## src/rtl/sccb_target_pkg.sv

```systemverilog
// Shared types and constants for the SCCB target.
// Imported by the interface users and the top-level FSM.
package sccb_target_pkg;

  localparam logic [6:0] DEV_ADDR_DEF = 7'h21;
  localparam logic       ACK          = 1'b0;
  localparam logic       NACK         = 1'b1;

  typedef enum logic [3:0] {
    ST_IDLE,
    ST_ADDR,
    ST_ADDR_ACK,
    ST_SUB,
    ST_SUB_ACK,
    ST_WDATA,
    ST_WDATA_ACK,
    ST_RDATA,
    ST_RDATA_ACK,
    ST_IGNORE
  } state_e;

endpackage

```

## src/rtl/sccb_target_if.sv

```systemverilog
// Bus-side and register-side signals of the SCCB target.
// slave = target view, master = bus host / register map view.
interface sccb_target_if;

  logic       i_scl;
  logic       i_sda;
  logic       o_sda_oe;
  logic [7:0] o_reg_addr;
  logic [7:0] o_reg_wdata;
  logic       o_reg_we;
  logic [7:0] i_reg_rdata;
  logic       o_busy;
  logic       o_addr_match;

  modport slave (
    input  i_scl, i_sda, i_reg_rdata,
    output o_sda_oe, o_reg_addr, o_reg_wdata,
    output o_reg_we, o_busy, o_addr_match
  );

  modport master (
    output i_scl, i_sda, i_reg_rdata,
    input  o_sda_oe, o_reg_addr, o_reg_wdata,
    input  o_reg_we, o_busy, o_addr_match
  );

endinterface

```

## src/rtl/bus_sync_edge.sv

```systemverilog
// SCL/SDA synchroniser with edge and START/STOP detection.
// Flops reset to 1 so an idle bus produces no spurious events.
module bus_sync_edge #(
  parameter int STAGES = 2
) (
  input  logic i_clk,
  input  logic i_rst,
  input  logic scl,
  input  logic sda,
  output logic sda_s,
  output logic scl_rise,
  output logic scl_fall,
  output logic start,
  output logic stop
);

  logic [STAGES-1:0] scl_ff;
  logic [STAGES-1:0] sda_ff;
  logic              scl_q;
  logic              sda_q;
  logic              scl_s;

  always_ff @(posedge i_clk) begin
    if (i_rst) begin
      scl_ff <= '1;
      sda_ff <= '1;
      scl_q  <= 1'b1;
      sda_q  <= 1'b1;
    end else begin
      scl_ff <= {scl_ff[STAGES-2:0], scl};
      sda_ff <= {sda_ff[STAGES-2:0], sda};
      scl_q  <= scl_s;
      sda_q  <= sda_s;
    end
  end

  assign scl_s    = scl_ff[STAGES-1];
  assign sda_s    = sda_ff[STAGES-1];
  assign scl_rise = scl_s & ~scl_q;
  assign scl_fall = ~scl_s & scl_q;
  assign start    = ~sda_s & sda_q & scl_s;
  assign stop     = sda_s & ~sda_q & scl_s;

endmodule

```

## src/rtl/sccb_target.sv

```systemverilog
// SCCB/I2C target: 7-bit device address, 8-bit sub-address,
// write and read transfers with open-drain SDA pull-low.
module sccb_target
  import sccb_target_pkg::*;
#(
  parameter logic [6:0] DEV_ADDR    = DEV_ADDR_DEF,
  parameter int         SYNC_STAGES = 2,
  parameter bit         AUTO_INC    = 1'b1
) (
  input logic          i_clk,
  input logic          i_rst,
  sccb_target_if.slave bus
);

  state_e     state;
  logic [7:0] sh;
  logic [7:0] sh_nxt;
  logic [7:0] reg_addr;
  logic [7:0] addr_inc;
  logic [7:0] reg_wdata;
  logic [3:0] cnt;
  logic       rw;
  logic       sda_oe;
  logic       reg_we;
  logic       busy;
  logic       addr_match;
  logic       sda_s;
  logic       scl_rise;
  logic       scl_fall;
  logic       start;
  logic       stop;

  bus_sync_edge #(
    .STAGES (SYNC_STAGES)
  ) u_sync (
    .i_clk    (i_clk),
    .i_rst    (i_rst),
    .scl      (bus.i_scl),
    .sda      (bus.i_sda),
    .sda_s    (sda_s),
    .scl_rise (scl_rise),
    .scl_fall (scl_fall),
    .start    (start),
    .stop     (stop)
  );

  assign sh_nxt   = {sh[6:0], sda_s};
  assign addr_inc = reg_addr + {7'd0, AUTO_INC};

  always_ff @(posedge i_clk) begin
    if (i_rst) begin
      state      <= ST_IDLE;
      sh         <= 8'h00;
      cnt        <= 4'd0;
      rw         <= 1'b0;
      sda_oe     <= 1'b0;
      reg_addr   <= 8'h00;
      reg_wdata  <= 8'h00;
      reg_we     <= 1'b0;
      busy       <= 1'b0;
      addr_match <= 1'b0;
    end else begin
      reg_we     <= 1'b0;
      addr_match <= 1'b0;
      if (stop) begin
        state  <= ST_IDLE;
        sda_oe <= 1'b0;
        busy   <= 1'b0;
        cnt    <= 4'd0;
      end else if (start) begin
        state <= ST_ADDR;
        cnt   <= 4'd0;
      end else begin
        unique case (state)
          ST_ADDR: begin
            if (scl_rise) begin
              sh  <= sh_nxt;
              cnt <= cnt + 4'd1;
              if (cnt == 4'd7) begin
                if (sh_nxt[7:1] == DEV_ADDR) begin
                  addr_match <= 1'b1;
                  busy       <= 1'b1;
                  rw         <= sh_nxt[0];
                end else begin
                  state <= ST_IGNORE;
                end
              end
            end else if (scl_fall && cnt == 4'd8) begin
              sda_oe <= 1'b1;
              state  <= ST_ADDR_ACK;
            end
          end
          ST_ADDR_ACK: begin
            if (scl_fall) begin
              cnt <= 4'd0;
              if (rw) begin
                sh     <= bus.i_reg_rdata;
                sda_oe <= ~bus.i_reg_rdata[7];
                state  <= ST_RDATA;
              end else begin
                sda_oe <= 1'b0;
                state  <= ST_SUB;
              end
            end
          end
          ST_SUB: begin
            if (scl_rise) begin
              sh  <= sh_nxt;
              cnt <= cnt + 4'd1;
              if (cnt == 4'd7) reg_addr <= sh_nxt;
            end else if (scl_fall && cnt == 4'd8) begin
              sda_oe <= 1'b1;
              state  <= ST_SUB_ACK;
            end
          end
          ST_SUB_ACK: begin
            if (scl_fall) begin
              sda_oe <= 1'b0;
              cnt    <= 4'd0;
              state  <= ST_WDATA;
            end
          end
          ST_WDATA: begin
            if (scl_rise) begin
              sh  <= sh_nxt;
              cnt <= cnt + 4'd1;
              if (cnt == 4'd7) begin
                reg_wdata <= sh_nxt;
                reg_we    <= 1'b1;
              end
            end else if (scl_fall && cnt == 4'd8) begin
              sda_oe <= 1'b1;
              state  <= ST_WDATA_ACK;
            end
          end
          ST_WDATA_ACK: begin
            if (scl_fall) begin
              sda_oe   <= 1'b0;
              cnt      <= 4'd0;
              reg_addr <= addr_inc;
              state    <= ST_WDATA;
            end
          end
          ST_RDATA: begin
            if (scl_fall) begin
              if (cnt == 4'd7) begin
                sda_oe <= 1'b0;
                state  <= ST_RDATA_ACK;
              end else begin
                sh     <= {sh[6:0], 1'b0};
                sda_oe <= ~sh[6];
                cnt    <= cnt + 4'd1;
              end
            end
          end
          ST_RDATA_ACK: begin
            // Only a host ACK reaches the falling edge here.
            if (scl_rise) begin
              if (sda_s == NACK) state <= ST_IGNORE;
              else reg_addr <= addr_inc;
            end else if (scl_fall) begin
              sh     <= bus.i_reg_rdata;
              sda_oe <= ~bus.i_reg_rdata[7];
              cnt    <= 4'd0;
              state  <= ST_RDATA;
            end
          end
          ST_IDLE, ST_IGNORE: begin
          end
          default: state <= ST_IDLE;
        endcase
      end
    end
  end

  assign bus.o_sda_oe     = sda_oe;
  assign bus.o_reg_addr   = reg_addr;
  assign bus.o_reg_wdata  = reg_wdata;
  assign bus.o_reg_we     = reg_we;
  assign bus.o_busy       = busy;
  assign bus.o_addr_match = addr_match;

endmodule

```

## src/flat_wrapper.sv

```systemverilog
// flat-port wrapper written by rule: the top's interface ports become plain ports
module sccb_target_flat import sccb_target_pkg::*;
#(
  parameter logic [6:0] DEV_ADDR    = DEV_ADDR_DEF,
  parameter int         SYNC_STAGES = 2,
  parameter bit         AUTO_INC    = 1'b1
)
  (i_clk, i_rst, bus_i_scl, bus_i_sda, bus_i_reg_rdata, bus_o_sda_oe, bus_o_reg_addr, bus_o_reg_wdata, bus_o_reg_we, bus_o_busy, bus_o_addr_match);
  sccb_target_if bus_i ();
  input logic i_clk;
  input logic i_rst;
  input wire logic [$bits(bus_i.i_scl)-1:0] bus_i_scl;
  input wire logic [$bits(bus_i.i_sda)-1:0] bus_i_sda;
  input wire logic [$bits(bus_i.i_reg_rdata)-1:0] bus_i_reg_rdata;
  output wire logic [$bits(bus_i.o_sda_oe)-1:0] bus_o_sda_oe;
  output wire logic [$bits(bus_i.o_reg_addr)-1:0] bus_o_reg_addr;
  output wire logic [$bits(bus_i.o_reg_wdata)-1:0] bus_o_reg_wdata;
  output wire logic [$bits(bus_i.o_reg_we)-1:0] bus_o_reg_we;
  output wire logic [$bits(bus_i.o_busy)-1:0] bus_o_busy;
  output wire logic [$bits(bus_i.o_addr_match)-1:0] bus_o_addr_match;
  assign bus_i.i_scl = bus_i_scl;
  assign bus_i.i_sda = bus_i_sda;
  assign bus_i.i_reg_rdata = bus_i_reg_rdata;
  assign bus_o_sda_oe = bus_i.o_sda_oe;
  assign bus_o_reg_addr = bus_i.o_reg_addr;
  assign bus_o_reg_wdata = bus_i.o_reg_wdata;
  assign bus_o_reg_we = bus_i.o_reg_we;
  assign bus_o_busy = bus_i.o_busy;
  assign bus_o_addr_match = bus_i.o_addr_match;
  sccb_target #(.DEV_ADDR(DEV_ADDR), .SYNC_STAGES(SYNC_STAGES), .AUTO_INC(AUTO_INC)) u_core (.i_clk(i_clk), .i_rst(i_rst), .bus(bus_i));
endmodule
```

## config.mk

```make
export PLATFORM = sky130hd
export DESIGN_NAME = sccb_target_flat
export DESIGN_NICKNAME = d
export VERILOG_FILES = /design/src/rtl/sccb_target_pkg.sv /design/src/rtl/sccb_target_if.sv /design/src/rtl/bus_sync_edge.sv /design/src/rtl/sccb_target.sv /design/src/flat_wrapper.sv
export SDC_FILE = /design/constraint.sdc
export NUM_CORES = 1
export LEC_CHECK = 0
export CAP_MARGIN = 30
export CORE_ASPECT_RATIO = 1.2
export CORE_UTILIZATION = 59
export DETAILED_ROUTE_END_ITERATION = 10
export PLACE_DENSITY = 0.88
export SLEW_MARGIN = 20
export SYNTH_ARGS = -nofsm -noshare
export SYNTH_HDL_FRONTEND = slang
export SYNTH_HIERARCHICAL = 1
export SYNTH_SLANG_ARGS = --single-unit
```

## constraint.sdc

```tcl
create_clock -name i_clk -period 4.18 [get_ports i_clk]
set_clock_uncertainty 0.1 [all_clocks]
set_input_delay 1.045 -clock i_clk [delete_from_list [all_inputs] [get_ports i_clk]]
set_output_delay 1.045 -clock i_clk [all_outputs]
set_load 0.05 [all_outputs]
```

==> reports/metrics.cfg, run 1 <==
[placed_design]
gp_congestion = 0.946
place_area_sq_um = 2700
dp.cells = 355
hpwl_um = 3970
preCtsSetupSlack_ns = 1.41
port-buffer-count = 31

[floorplan]
start_util_pct = 61.2
core_sq_um = 3940
die-area_sq_um = 4350
rows = 25
die_height_um = 72.1
ioPinCount = 32
die_x_um = 60.4

[clocking]
post_cts_resized = 0
cts_hold_buf = 0
clock_latency_ns = 0.30
cts_tree = built
cts_buffers = 5
clockBufferDepth = 2
cts_setup_buffers = 0
cts-root-buf = clkbuf_8
h-tree-depth = 2
clk_pin_slew_worst_paths_ns = 0.08
cts.sinks = 42

[pwr]
vdd_drop_max_mv = 0.333
combinationalPowerShare_pct = 39.4
p_leak_nw = 0.991
clock_power_share_pct = 19.6
swShare_pct = 40.6
power_density_nw_per_um2 = 510
p_int_mw = 0.847
p_switching_mw = 0.579
seqPwrFrac_pct = 41.0
total_power_mw = 1.43

[global_route]
grt_pass1_vias = 1976
grt_max_degree = 40
antenna_found_initial = 0
gr-usage-all-layers_pct = 27.7
grt_pass1_wl_um = 9080
overflow = 0

[worst_setup_path]
critPathMaxFanout = 10
arrival_ns = 2.90
crit_required_ns = 4.33
setup.worst_path.start_class = register
critPathCaptureType = register
crit_type = reg2reg

[timing]
fmax_mhz = 362
fin_ws_ns = 1.42
slew-limit-headroom_pct = 41.0
fin_setup_tns_ns = 0
post-route-period-util_pct = 66.0
hold_viol = 0
fin_crit_ns = 2.76
whs_ns = 0.314
rsz0062_at_grt = false
setup_viol = 0
worst_pin_slew_ns = 0.878
report.final.slew_viol_count = 0

[yosys]
syn-num-nets = 303
synth.mux.area_fraction_pct = 5.91
synth.distinct_cells = 60
synth-seq-area-share_pct = 34.8
yosys_most_used_dff = dfxtp_1
ys_warn_count = 6
synth-compound-area-share_pct = 23.6
synth_xor_area_share_pct = 0.363
synth_edf_count = 0
synth_seq_cells = 42
yosys.area_share.simple_pct = 28.2
syn_area_sq_um = 2410
synth_area_per_cell_sq_um = 8.38
async_flop_share_pct = 0
synth_top_area_share_pct = 34.8
synth_area_leaders = dfxtp_1 (35%), mux2i_1 (5.0%), a21oi_1 (4.6%)
yosysTopAreaCell = dfxtp_1
synth_top_family_by_area = simple AND/OR/NAND/NOR gates
synth_cells = 288
synth_fa_ha_area_share_pct = 1.56

[finish]
drive_gt1_share_pct = 7.12
instances_no_fill = 363
antenna_cells = 0
fin_nets = 323
fin_area_sq_um = 2800
syn_to_final_growth_pct = 15.8
fin_util_pct = 70.9

[run_status]
status = finished clean

[detailed_routing]
avgViaCountPerCell = 6.15
firstDrtPassIters = 5
drt-total-wl_um = 5700
num_vias = 2234
drt_iter0_drc = 127
drc = 0
routedWlPerCell_um = 15.7
final_antenna_net_count = 0

[run]
drv_cap = 0

[hold_path]
min_path_type = reg2reg

-- sequential cells by signal, summed over array words and instances, names as in the netlist --
name	flops
u_core/u_sync/sda_ff	2
u_core/state	4
u_core/bus.o_busy	1
u_core/u_sync/sda_q	1
u_core/bus.o_reg_wdata	8
u_core/sh	7
u_core/cnt	4
u_core/rw	1
u_core/bus.o_reg_we	1
u_core/u_sync/scl_q	1
u_core/u_sync/scl_ff	2
u_core/bus.o_addr_match	1
u_core/bus.o_reg_addr	8
u_core/bus.o_sda_oe	1
-- power by group through the flow --
stage	Sequential [mW]	Clock, mW	Combinational (mW)
floorplan	0.563	0	0.449
global placement	0.586	0	0.538
detailed placement	0.590	0	0.549
CTS	0.580	0.283	0.555
global route	0.598	0.299	0.621
finish	0.585	0.279	0.562
-- Yosys cell counts (4+ instances only) --
library cell	number
a21o_1	4
a21oi_1	22
a311oi_1	7
a31oi_1	5
and2_1	4
and3_1	4
buf_2	4
buf_4	4
clkbuf_1	11
dfxtp_1	42
inv_1	5
mux2i_1	12
nand2_1	23
nand2b_1	5
nand3_1	6
nand4_1	4
nor2_1	24
nor2b_1	12
nor3_1	8
nor3b_1	5
o21ai_0	9
o21bai_1	5
or2_1	6
-- per-layer routing --
layer | routed length (um) | part of all wire [%] | track usage, %
met1 | 2400 | 42 | 34.5
met5 | 0 | 0 | 0
met2 | 2900 | 51 | 46.4
met3 | 308 | 5.4 | 4.81
met4 | 89 | 1.6 | 11.1
-- cell type report --
type	instances	area (sq um)
timing repair buffer	34	333
clock inverter	1	8.76
sequential	42	841
inverter	5	18.8
fill	319	1150
clock buffer	7	86.3
tap	54	67.6
multi-input combinational	220	1440
-- cells in the final DEF, fill, tap and decap left out, types with 3 or more instances in the layout --
cell type and count:
clkdlybuf4s50_1 31, a31oi_1 5, inv_1 5, ha_1 3, o21bai_1 5, o21ai_0 9, or2_2 3, a311oi_1 7
a21o_1 4, dfxtp_1 42, buf_4 3, and3b_1 3, mux2i_1 12, nor3_1 8, o31ai_1 3, nand4_1 4
a21oi_1 22, nand2b_1 5, nor2_1 24, and2_1 4, nand3_1 6, nand2_1 23, clkbuf_8 6, o211ai_1 3
nor2b_1 12, nor3b_1 5, and3_1 4, or2_1 6
-- critical path: stages (launching register included) --
cell and delay (ns):
dfxtp_1 0.38, nor2b_1 0.63, nor3b_1 0.63, o211ai_1 0.23, a211oi_1 0.48, o221a_2 0.26
-- kinds of logic (layout without fill, tap and decap cells) --
| logic type | after synthesis | in the layout |
|---|---|---|
| DFF | 42 | 42 |
| and+or+nand+nor | 121 | 121 |
| buffers and inverters | 26 | 47 |
| AOI/OAI and AO/OA | 81 | 81 |
| muxes | 14 | 14 |
| xor gates and xnor gates | 1 | 1 |
| adders and majority gates | 3 | 3 |
-- path summary, 6_finish.rpt --
kind | startpoint | endpoint | slack [ns] | cells past startpoint
worst max-delay path | u_core/u_sync/scl_ff[1] | u_core/state[3] | 1.42 | 5
worst min-delay path | u_core/u_sync/sda_ff[0] | u_core/u_sync/sda_ff[1] | 0.31 | 1
worst max register to register | u_core/u_sync/scl_ff[1] | u_core/state[3] | 1.42 | 5
worst min register to register | u_core/u_sync/sda_ff[0] | u_core/u_sync/sda_ff[1] | 0.31 | 1
Note: power is estimated with default switching activity, not from simulation.
==> run 2: changes to the inputs <==
--- a/config.mk
+++ b/config.mk
@@ -7,9 +7,9 @@
 export LEC_CHECK = 0
 export CAP_MARGIN = 30
 export CORE_ASPECT_RATIO = 1.2
-export CORE_UTILIZATION = 59
+export CORE_UTILIZATION = 50
 export DETAILED_ROUTE_END_ITERATION = 10
-export PLACE_DENSITY = 0.88
+export PLACE_DENSITY = 0.79
 export SLEW_MARGIN = 20
 export SYNTH_ARGS = -nofsm -noshare
 export SYNTH_HDL_FRONTEND = slang
==> constraint.sdc (replaced) <==
create_clock -name i_clk -period 2.2 [get_ports i_clk]
set_clock_uncertainty 0.1 [all_clocks]
set_input_delay 0.55 -clock i_clk [delete_from_list [all_inputs] [get_ports i_clk]]
set_output_delay 0.55 -clock i_clk [all_outputs]
set_load 0.05 [all_outputs]
==> reports/metrics.cfg, run 2 (same netlist as run 1, synthesis figures left out) <==
[run_status]
status = finished clean

[pwr]
total_power_mw = 3.01
p_leak_nw = 1.16
power_density_nw_per_um2 = 989
vdd_drop_max_mv = 0.605

[hold_path]
hold_path_depth = 1
min_path_type = reg2reg

[clocking]
cts.sinks = 42
clk_pin_slew_worst_paths_ns = 0.08
clock_latency_ns = 0.29
cts_tree = built
cts_hold_buf = 0
clockBufferDepth = 2
cts-root-buf = clkbuf_8
cts_setup_buffers = 0
h-tree-depth = 2
cts_buffers = 5

[finish]
instances_no_fill = 395
antenna_cells = 0
final_common_cell = dfxtp_1
fin_nets = 351
fin_util_pct = 65.9
final_cell_mix = dfxtp_1 (42), buf_4 (35), clkdlybuf4s50_1 (26), nor2_1 (24), nand2_1 (23)
drive_gt1_share_pct = 18.1
syn_to_final_growth_pct = 26.3

[detailed_routing]
final_antenna_net_count = 0
num_vias = 2358
routedWlPerCell_um = 15.6
avgViaCountPerCell = 5.97
drc = 0
drt_iter0_drc = 177
firstDrtPassIters = 4
drt-total-wl_um = 6170

[global_route]
grt_pass1_vias = 2179
grt_pass1_wl_um = 10300
gr-usage-all-layers_pct = 25.6
overflow = 0
antenna_found_initial = 0
grt_max_degree = 36

[worst_setup_path]
crit_required_ns = 1.55
reg2reg_from = u_core/cnt[0]
crit_start = u_core/bus.o_reg_addr[1]
endpoint = bus_o_reg_addr[1]
critPathCaptureType = output pin
critical_path_buf_inv_count = 1
r2r_cells = 5
r2r_end = u_core/cnt[3]
arrival_ns = 1.48
cp_slowest_cell = clkdlybuf4s50_1
critical_path_depth = 1
reg2reg_slack_ns = 0.08
cp_slowest_stage_delay_ns = 0.82
setup.worst_path.start_class = register
cpLargestDelayFamily = buffers and inverters
critPathMaxFanout = 4
crit_type = reg2out
path_cells = clkdlybuf4s50_1

[floorplan]
core_sq_um = 4630
ioPinCount = 32
start_util_pct = 52.1
rows = 27
die_height_um = 78.1
die_x_um = 65.4
die-area_sq_um = 5110

[timing]
post-route-period-util_pct = 97.0
fmax_mhz = 469
slew-limit-headroom_pct = 65.8
fin_setup_tns_ns = 0
rsz0062_at_grt = false
fin_ws_ns = 0.0670
worst_pin_slew_ns = 0.512
report.final.slew_viol_count = 0
hold_viol = 0
fin_crit_ns = 2.13
setup_viol = 0

[placed_design]
dp.cells = 387
port-buffer-count = 31
preCtsSetupSlack_ns = -0.0558
gp_congestion = 0.974
hpwl_um = 4510

[run]
drv_cap = 0

-- run 2: power breakdown --
group | internal (mW) | total [mW] | switching (mW)
Clock | 0.338 | 0.620 | 0.282
Sequential | 0.880 | 1.04 | 0.161
Combinational | 0.615 | 1.35 | 0.739
Total | 1.83 | 3.01 | 1.18
-- run 2: routing by layer --
metal,wire length (um),up-vias,track usage (%),part of all wire (%)
met2,3130,82,43.5,51
met1,2580,1110,31.8,42
met4,119,0,10.7,1.9
li1,-,1154,-,-
met5,0,-,0,0
met3,347,12,3.92,5.6
-- run 2: worst min-delay path by stage --
stage / from / to
2_1_floorplan: u_core/u_sync/scl_ff[0] / u_core/u_sync/scl_ff[1]
3_3_place_gp: u_core/u_sync/sda_ff[0] / u_core/u_sync/sda_ff[1]
3_5_place_dp: u_core/u_sync/sda_ff[0] / u_core/u_sync/sda_ff[1]
4_1_cts: u_core/u_sync/sda_ff[0] / u_core/u_sync/sda_ff[1]
5_1_grt: u_core/u_sync/scl_ff[0] / u_core/u_sync/scl_ff[1]
6_report: u_core/u_sync/sda_ff[0] / u_core/u_sync/sda_ff[1]
-- run 2: per-stage QoR --
stage               area, sq um  hold slack (ns)
finish                     3050            0.321
detailed placement         2920            0.301
CTS                        3040            0.321
floorplan                  2410            0.283
global route               3050            0.350
global placement           2920            0.289
-- run 2: final cells by class --
| type | count | area [sq um] |
|---|---|---|
| Clock inverter | 3 | 45.0 |
| Fill cell | 379 | 1580 |
| Clock buffer | 5 | 68.8 |
| Tap cell | 58 | 72.6 |
| Multi-Input combinational cell | 220 | 1460 |
| Inverter | 5 | 18.8 |
| Sequential cell | 42 | 841 |
| Timing Repair Buffer | 62 | 543 |
-- run 2: timing repair --
item                                    CTS  global route
pin swaps                                 0             0
resized for setup                         2             3
endpoints found under the setup margin    1             7
==> run 3: changes to the inputs <==
==> constraint.sdc (replaced) <==
create_clock -name i_clk -period 2.2 [get_ports i_clk]
set_clock_uncertainty 0.1 [all_clocks]
set_input_delay 0.22 -clock i_clk [delete_from_list [all_inputs] [get_ports i_clk]]
set_output_delay 0.22 -clock i_clk [all_outputs]
set_load 0.05 [all_outputs]
==> reports/metrics.cfg, run 3 (same netlist as run 1, synthesis figures left out) <==
[floorplan]
die-area_sq_um = 5110
die_height_um = 78.1
core_sq_um = 4630
die_x_um = 65.4
ioPinCount = 32
start_util_pct = 52.1
rows = 27

[timing]
fmax_mhz = 480
rsz0062_at_grt = false
report.final.slew_viol_count = 0
fin_setup_tns_ns = 0
fin_crit_ns = 2.08
hold_viol = 0
setup_viol = 0
whs_ns = 0.318
fin_ws_ns = 0.117
worst_pin_slew_ns = 0.532
slew-limit-headroom_pct = 64.4
post-route-period-util_pct = 94.7

[worst_setup_path]
setup.worst_path.start_class = register
reg2reg_slack_ns = 0.12
arrival_ns = 2.19
critPathMaxFanout = 5
critPathCaptureType = register
reg2reg_from = u_core/cnt[0]
crit_type = reg2reg
crit_start = u_core/cnt[0]
crit_required_ns = 2.30

[clocking]
cts_hold_buf = 0
clock_latency_ns = 0.31
cts.sinks = 42
cts_buffers = 5
clockBufferDepth = 2
clk_pin_slew_worst_paths_ns = 0.10
h-tree-depth = 2
cts-root-buf = clkbuf_8
cts_tree = built

[detailed_routing]
firstDrtPassIters = 4
drc = 0
avgViaCountPerCell = 5.87
drt_iter0_drc = 183
num_vias = 2335
routedWlPerCell_um = 15.8
drt-total-wl_um = 6310
final_antenna_net_count = 0

[pwr]
swShare_pct = 40.7
p_switching_mw = 1.20
p_int_mw = 1.74
total_power_mw = 2.94
combinationalPowerShare_pct = 45.9
power_density_nw_per_um2 = 957
p_leak_nw = 1.16
vdd_drop_max_mv = 0.706
clock_power_share_pct = 18.5
seqPwrFrac_pct = 35.6

[placed_design]
gp_congestion = 1.02
hpwl_um = 4600
place_area_sq_um = 2930
preCtsSetupSlack_ns = 0.00351
port-buffer-count = 31

[finish]
fin_nets = 354
fin_area_sq_um = 3070
fillers = 388
drive_gt1_share_pct = 18.2
antenna_cells = 0
final_cell_mix = dfxtp_1 (39), buf_4 (33), clkdlybuf4s50_1 (31), nor2_1 (23), nand2_1 (23)
final_common_cell = dfxtp_1
syn_to_final_growth_pct = 27.2

[global_route]
grt_pass1_vias = 2236
grt_pass1_wl_um = 10500
antenna_found_initial = 0
overflow = 0
gr-usage-all-layers_pct = 26.2
grt_max_degree = 36

[hold_path]
holdCritStartpoint = u_core/u_sync/sda_ff[0]
min_path_type = reg2reg

[run]
drv_cap = 0

[run_status]
status = finished clean

[run 3: cell types whose count changed in the layout (fill, tap and decap cells not counted), sizes merged]
cell / change
clkdlybuf4s50: +5
clkinv: +1
clkinvlp: -2
buf: -2
inv: +2
bufinv: -1
[run 3: what timing repair did]
action	4_1_cts	5_1_grt
pin swaps	0	1
setup buffers	0	3
setup endpoints to repair	1	17
resized for setup	1	8
[run 3: worst paths after layout]
kind | to | cells past startpoint
worst max-delay path | u_core/cnt[3] | 5
worst min-delay path | u_core/u_sync/sda_ff[1] | 1
worst max register to register | u_core/cnt[3] | 5
worst min register to register | u_core/u_sync/sda_ff[1] | 1
[run 3: per-stage QoR]
stage	util (%)	std cells
floorplan	-	288
global placement	63.3	387
detailed placement	63.3	387
CTS	65.4	395
global route	66.3	398
finish	66.3	398
[run 3: worst max-delay path, cell delays in order (launching register included)]
cell and delay, ns:
dfxtp_2 0.35, ha_2 0.20, and3b_2 0.23, a311o_1 0.41, or3_4 0.41, o41ai_1 0.29
[run 3: area by class of cell]
| class | count | area [sq um] | area share [%] |
|---|---|---|---|
| clock buffer | 5 | 68.8 | 2.24 |
| multi-input combinational | 220 | 1460 | 47.5 |
| timing repair buffer | 65 | 578 | 18.8 |
| inverter | 5 | 18.8 | 0.611 |
| sequential | 42 | 845 | 27.5 |
| tap | 58 | 72.6 | 2.36 |
| clock inverter | 3 | 28.8 | 0.937 |
[run 3: power groups by stage]
stage / clock (mW) / sequential, mW / combinational [mW]
after detailed placement: 0 / 1.06 / 1.30
after global placement: 0 / 1.06 / 1.30
after floorplan: 0 / 1.07 / 0.852
final: 0.544 / 1.05 / 1.35
after CTS: 0.559 / 1.04 / 1.31
after global routing: 0.594 / 1.07 / 1.47
[run 3: per-layer routing]
| metal | GRT usage [%] | part of all wire [%] | up-vias |
|---|---|---|---|
| li1 | - | - | 1153 |
| met1 | 32.2 | 43 | 1095 |
| met2 | 44.9 | 50 | 71 |
| met3 | 3.49 | 4.1 | 16 |
| met4 | 11.3 | 3.2 | 0 |
| met5 | 0 | 0 | - |
